<file path="src/rtl/stream_rr_arbiter.sv">
// Round-robin arbiter that feeds one registered valid/ready output stage from NUM_REQ streams.
// Define ARB_LOCK_EN to add in_last/out_last and keep a grant locked for a whole packet.
module stream_rr_arbiter #(
  parameter int NUM_REQ = 4,
  parameter int WIDTH   = 8,
  parameter int IDW     = $clog2(NUM_REQ)
) (
  input  logic                     clk,
  input  logic                     rst,
  input  logic [NUM_REQ-1:0]       in_valid,
  output logic [NUM_REQ-1:0]       in_ready,
  input  logic [NUM_REQ*WIDTH-1:0] in_data,
`ifdef ARB_LOCK_EN
  input  logic [NUM_REQ-1:0]       in_last,
  output logic                     out_last,
`endif
  output logic                     out_valid,
  input  logic                     out_ready,
  output logic [WIDTH-1:0]         out_data,
  output logic [IDW-1:0]           out_id
);

  logic             out_valid_reg;
  logic [WIDTH-1:0] out_data_reg;
  logic [IDW-1:0]   out_id_reg;
  logic [IDW-1:0]   ptr_reg;
  logic [WIDTH-1:0] data_arr [NUM_REQ];
  logic [NUM_REQ-1:0] gnt;
  logic [IDW-1:0]   gnt_id;
  logic             gnt_any;
  logic [IDW-1:0]   rr_id;
  logic             rr_any;
  logic [IDW-1:0]   idx;
  logic             load;

  function automatic logic [IDW-1:0] wrap_inc(input logic [IDW-1:0] v);
    return (v == IDW'(NUM_REQ - 1)) ? '0 : v + IDW'(1);
  endfunction

  // Reset masks load so no requester sees a handshake that reset would discard.
  assign load = (~out_valid_reg | out_ready) & ~rst;

  genvar gi;
  generate
    for (gi = 0; gi < NUM_REQ; gi++) begin : g_req
      assign data_arr[gi] = in_data[gi*WIDTH +: WIDTH];
      assign gnt[gi]      = gnt_any && (gnt_id == IDW'(gi));
      assign in_ready[gi] = load & gnt[gi];
    end
  endgenerate

  // First valid requester starting at ptr_reg, wrapping past NUM_REQ-1.
  always_comb begin
    rr_any = 1'b0;
    rr_id  = '0;
    idx    = ptr_reg;
    for (int k = 0; k < NUM_REQ; k++) begin
      if (!rr_any && in_valid[idx]) begin
        rr_any = 1'b1;
        rr_id  = idx;
      end
      idx = wrap_inc(idx);
    end
  end

`ifdef ARB_LOCK_EN
  logic           lock_reg;
  logic [IDW-1:0] lock_id_reg;
  logic           out_last_reg;

  // Mid-packet the grant stays on the locked requester even when it idles.
  always_comb begin
    gnt_any = rr_any;
    gnt_id  = rr_id;
    if (lock_reg) begin
      gnt_any = in_valid[lock_id_reg];
      gnt_id  = lock_id_reg;
    end
  end

  assign out_last = out_last_reg;
`else
  assign gnt_any = rr_any;
  assign gnt_id  = rr_id;
`endif

  always_ff @(posedge clk) begin
    if (rst) begin
      out_valid_reg <= 1'b0;
      out_data_reg  <= '0;
      out_id_reg    <= '0;
      ptr_reg       <= '0;
`ifdef ARB_LOCK_EN
      lock_reg      <= 1'b0;
      lock_id_reg   <= '0;
      out_last_reg  <= 1'b0;
`endif
    end else if (load) begin
      if (gnt_any) begin
        out_valid_reg <= 1'b1;
        out_data_reg  <= data_arr[gnt_id];
        out_id_reg    <= gnt_id;
`ifdef ARB_LOCK_EN
        out_last_reg  <= in_last[gnt_id];
        if (in_last[gnt_id]) begin
          lock_reg <= 1'b0;
          ptr_reg  <= wrap_inc(gnt_id);
        end else begin
          lock_reg    <= 1'b1;
          lock_id_reg <= gnt_id;
        end
`else
        ptr_reg       <= wrap_inc(gnt_id);
`endif
      end else begin
        out_valid_reg <= 1'b0;
      end
    end
  end

  assign out_valid = out_valid_reg;
  assign out_data  = out_data_reg;
  assign out_id    = out_id_reg;

endmodule

</file>
<file path="config.mk">
export PLATFORM = sky130hd
export DESIGN_NAME = stream_rr_arbiter
export DESIGN_NICKNAME = d
export VERILOG_FILES = /design/src/rtl/stream_rr_arbiter.sv
export SDC_FILE = /design/constraint.sdc
export NUM_CORES = 1
export LEC_CHECK = 0
export ABC_CLOCK_PERIOD_IN_PS = 3400
export BUFFER_PORTS_ARGS = -buffer_cell sky130_fd_sc_hd__buf_2
export CORE_MARGIN = 5
export CORE_UTILIZATION = 48
export CTS_CLUSTER_SIZE = 28
export DETAILED_ROUTE_END_ITERATION = 6
export PLACE_DENSITY = 0.8
export SLEW_MARGIN = 10
export SYNTH_ARGS = -nofsm -noshare
export SYNTH_HDL_FRONTEND = slang
export SYNTH_SLANG_ARGS = --single-unit
</file>
<file path="constraint.sdc">
create_clock -name clk -period 3.4 [get_ports clk]
set_clock_uncertainty 0.15 [all_clocks]
set_input_delay 0.68 -clock clk [delete_from_list [all_inputs] [get_ports clk]]
set_output_delay 0.68 -clock clk [all_outputs]
set_load 0.02 [all_outputs]
</file>
### After elaboration in Yosys (flattened, before gate mapping)

Cells that the tools add are included.

* register bits after elaboration: 13
* input bits: 39
* word-level logic and storage cells: 64

* $add $sub $neg: 4
* order comparisons: 5
* eq/ne operators: 6
* mux-type cells: 24
* bitwise logic cells: 9
* reductions and logical operators: 12

Operators by type and width (number)
* $bmux 8 s2: 1
* $mux 2: 8
* $mux 8: 2
* $lt 2x3->1 const B: 4
* $eq 2x2->1 const B: 5
* $mux 1: 9
* $add 2x1->2 const B: 4
* $bmux 1 s2: 4
* $logic_and 1x1->1: 7
* $and 1x1->1: 5
* $ge 3x3->1 const B: 1
* $logic_not 1->1: 3
* $not 2->3: 1
* $eq 2x1->1 const B: 1
* $logic_not 2->1: 1
* $not 1->1: 2
* $reduce_and 2->1: 1
* $or 1x1->1: 1

### Longest topological paths before layout

* depth after elaboration: 16
* mapped depth: 13

### Least setup slack after synthesis

No wires, ideal clock.

* kind: input-to-output
* start point: in in_valid[2]
* end point: out in_ready[1]
* arrival time: 2.440 ns
* slack: 0.130 ns
* cell stages on the path: 8
* buffers on the path: 1
* cells stage by stage: clkbuf_2 mux4_2 o31ai_2 a21oi_2 a311oi_2 inv_2 ha_1 and2_1

* word-level cells in the longest chain between the ends: 15
* elaborated cells on any way between the ends: 25

Ends and longest elaborated chain
* from (decl): line 10 `input logic [NUM_REQ-1:0] in_valid,`
* $bmux 1 s2: line 58 `if (!rr_any && in_valid[idx]) begin`
* $mux 1 (implied by the code): line 58
* $mux 1: line 58
* $logic_not 1->1: line 58
* $logic_and 1x1->1: line 58
* $mux 1: line 58
* $logic_not 1->1: line 58
* $logic_and 1x1->1: line 58
* $mux 1: line 58
* $logic_not 1->1: line 58
* $logic_and 1x1->1: line 58
* $mux 2 (*): line 58
* via gnt_id[0]: line 29 `logic [IDW-1:0] gnt_id;`
* $eq 2x1->1 (*): line 47 `assign gnt[gi] = gnt_any && (gnt_id == IDW'(gi));`
* $logic_and 1x1->1 (*): line 47
* $and 1x1->1 (*): line 48 `assign in_ready[gi] = load & gnt[gi];`
* to (decl): line 11 `output logic [NUM_REQ-1:0] in_ready,`

Mark *: on every way through the listed nets, which the timed path passes. The rest lies on a longest branch. The select of a mux whose other input is x is not followed.

### Final worst setup path

* start point: reg ptr_reg[0]
* end point: out in_ready[1]

* word-level cells in the longest chain between the ends: 15
* elaborated cells on any way between the ends: 34

Ends and longest elaborated chain
* from (decl): line 26 `logic [IDW-1:0] ptr_reg;`
* from (signal assigned): line 113 `ptr_reg <= wrap_inc(gnt_id);`
* parallel branches: the longest is 11 deep, another holds $add 2x1->2
* $mux 2 (*): line 58
* via gnt_id[0]: line 29
* $eq 2x1->1 (*): line 47
* $logic_and 1x1->1 (*): line 47
* $and 1x1->1 (*): line 48

Mark *: on every way through the listed nets, which the timed path passes. The select of a mux whose other input is x is not followed.

==> qor.txt <==
==============================================================================
Fillers                                                                    199
Largest buffer count on any clock path                                       2
Share of the core filled with cells                                      0.704
CP cell instances                                                 ha_4 > xnor2_1 > nor3_1 > o31ai_2 > a21oi_4 > a311oi_4 > inv_2 > ha_2 > and2_4 > buf_6
TNS Setup                                                            -0.239 ns
Pwr per Cell Area                                                 1120 mW/mm^2
Proportion of layout cells with a drive suffix above 1                   0.560
CP max stage cell                                                     a311oi_4
Final worst path period share                                             1.02
Cell variety after synth                                                    46
Netlist area before placement                                     0.00127 sq mm
Critical Path End                                                  in_ready[1]
Static leakage                                                        0.823 nW
Relative slew margins                                                    0.672
Achievable clock frequency                                             287 MHz
Type of the setup path with the least slack                            reg2out
Nets in the synthesized netlist                                            174
Synth Warn #                                                                 0
Reg-to-Reg Start                                                    ptr_reg[0]
Post-detailed-placement cell area                                 0.00155 sq mm
Cts-stage hold buffer count                                                  0
Share of the synthesized area in the top cell type                       0.206
Die span in y                                                          61.4 um
Worst hold path class                                                  reg2reg
Worst setup startpoint                                              ptr_reg[0]
Die extent in x                                                        61.4 um
Count of non-filler cells in the finished layout                           221
Maximum number of pins on one net before global-route repair                20
Critical path buffer and inverter count                                      2
Clock-pin slew on the worst setup and hold paths                       0.08 ns
Leading cell type in the layout, fill and taps excluded                  buf_2
Mapped Avg Cell Area                                                9.74 sq um
Critical R2R Capture                                               out_data[1]
Routed vias                                                               1270
Cell type contributing the most total cell area after synthesis        dfxtp_1
Iteration count of the initial detailed-routing pass                         4
Count of cell instances traversed by the critical path                      10
Global-route wire length before repair                                 5580 um
Total number of H-tree levels                                                1
Antenna violation net count after detailed routing                           0
Critical path launch point type                                       register
Sinks on Clock Net                                                          13
Post-layout nets                                                           236
Post-route standard cell area excluding fillers                   0.00176 sq mm
Worst-Margin Slew                                                     0.491 ns
DR vias/cell                                                              5.75
Delay of the slowest critical-path stage                               0.39 ns
Setup slack, reg-to-reg                                                0.55 ns
Final routed wirelength across all metal layers                        3730 um
Worst vdd rail ir drop                                              0.000822 V
Drt drc                                                                      0
Most frequent cells in the layout                                 buf_2, mux2i_1, nand3b_1, dfxtp_1, buf_4
Critical Path End Type                                              output pin
Cell at the root of the clock tree                                    clkbuf_4
Cell count after synthesis                                                 130
Row count                                                                   18
Worst-path fanout max                                                        5
Crit path required time                                                2.57 ns
Period minus WS final                                                  3.48 ns
Pins Over Slew Limit                                                         0
Status                                                            finished, violations left
Cell total after placement                                                 209
Average wire per standard cell                                         16.9 um
Clock tree from TritonCTS                                                built
Buffers added on ports                                                      53
Top-level port count                                                        54
Area growth syn-to-layout                                                39.0%
Global router's overall resource usage                                   0.199
Violated checks                                                   negative setup slack
Count of antenna diodes in the layout                                        0
Logic depth of the worst register-to-register path                           9
Max reg flops                                                                8
Vias in the first global route                                            1304
Antenna violations before repair                                             0
Detailed-placement wirelength estimate                                 2580 um
Post-synthesis sequential area ratio                                     0.206
Violation count after the first detailed-routing iteration                  98
Core footprint                                                    0.00250 sq mm
Total die area                                                    0.00377 sq mm
Unrepaired setup endpoints after global routing                           true
Largest cells by area after synthesis                             dfxtp_1, mux2i_1, o221ai_2, nand3b_1, ha_1
Number of buffers created by CTS                                             3
Effective utilization at floorplan                                       0.507
Arrival time reported for the critical path endpoint                   2.65 ns
Final weighted congestion in routability-driven placement                0.886
Final critical-path setup slack                                     -0.0807 ns
Setup violators final                                                        4
Max-cap check violation count                                                0
Register bit count reported by yosys                                        13
Insertion delay to the later sink of the worst-skew pair               0.29 ns
Final-report hold violation count                                            0
Pre-CTS setup slack                                                  -0.106 ns
Crit path max-delay family                                        compound AO/OA/AOI/OAI gates
Final global-route overflow total                                            0
==============================================================================
==> worst min path at each step <==
stage          slack [ns]  startpoint  depth (start not counted)        end
2_1_floorplan        0.42   out_id[1]                          2  out_id[1]
3_3_place_gp         0.32   out_id[1]                          2  out_id[1]
3_5_place_dp         0.32   out_id[1]                          2  out_id[1]
4_1_cts              0.34   out_id[1]                          2  out_id[1]
5_1_grt              0.38   out_id[1]                          2  out_id[1]
6_report             0.34   out_id[1]                          2  out_id[1]
==> cell type report <==
cell class / count / area, sq um / area share
clock buffer: 4 / 26.3 / 0.0149
inverter: 4 / 15.0 / 0.00853
multi-input combinational: 104 / 1020 / 0.578
sequential: 13 / 265 / 0.151
tap: 30 / 37.5 / 0.0213
timing repair buffer: 66 / 399 / 0.227
==> Yosys cell counts, drive strengths merged <==
library cell,instances
and2,4
mux4,2
a22oi,1
or2b,1
o41ai,1
nand3b,11
nor3b,1
o32a,1
o221ai,8
or3,2
a221oi,1
inv,4
o31ai,1
nor2,5
nor3,3
nand2b,1
ha,5
clkbuf,3
mux2,2
mux2i,20
a21oi,5
o22ai,2
dfxtp,13
o21ai,5
xnor2,1
a31oi,1
a311oi,1
a211oi,2
nand2,11
or2,1
nor2b,1
a21boi,2
o22a,1
buf,6
nand3,1
==> tightest hold or removal path, stage by stage, from the launching register on <==
cell and delay (ns):
dfxtp_1 0.33, nand3b_1 0.07, o21ai_0 0.07
==> where the power goes <==
group | leakage (nW) | internal, mW | switching, mW
combinational | 0.699 | 0.745 | 0.868
clock | 0.0150 | 0.0457 | 0.0555
sequential | 0.109 | 0.217 | 0.0348
total | 0.823 | 1.01 | 0.958
==> cells by family (layout without fill, tap and decap cells) <==
group,Yosys count,in the layout,share of synthesized area
muxes,24,24,0.211
and+or+nand+nor,42,42,0.210
buffers and inverters,13,74,0.0652
adders and majority gates,5,5,0.0494
DFF,13,13,0.206
xor gates and xnor gates,1,1,0.00692
AOI/OAI and AO/OA,32,32,0.251
==> stage by stage <==
step	hold slack (ns)	power [mW]
global placement	0.322	1.47
floorplan	0.417	1.29
global route	0.377	2.10
detailed placement	0.321	1.52
CTS	0.344	1.77
finish	0.345	1.97
==> repair_timing <==
action	CTS	global route
gates cloned	0	0
pin swaps	5	9
endpoints found under the setup margin	4	4
buffers inserted	5	3
resized for setup	16	17
==> routing by layer <==
metal  track usage  part of all wire
met4        0.0909             0.025
met1         0.228              0.41
met3        0.0335             0.054
met2         0.358              0.51
met5             0                 0
(Power assumes the default switching activity.)
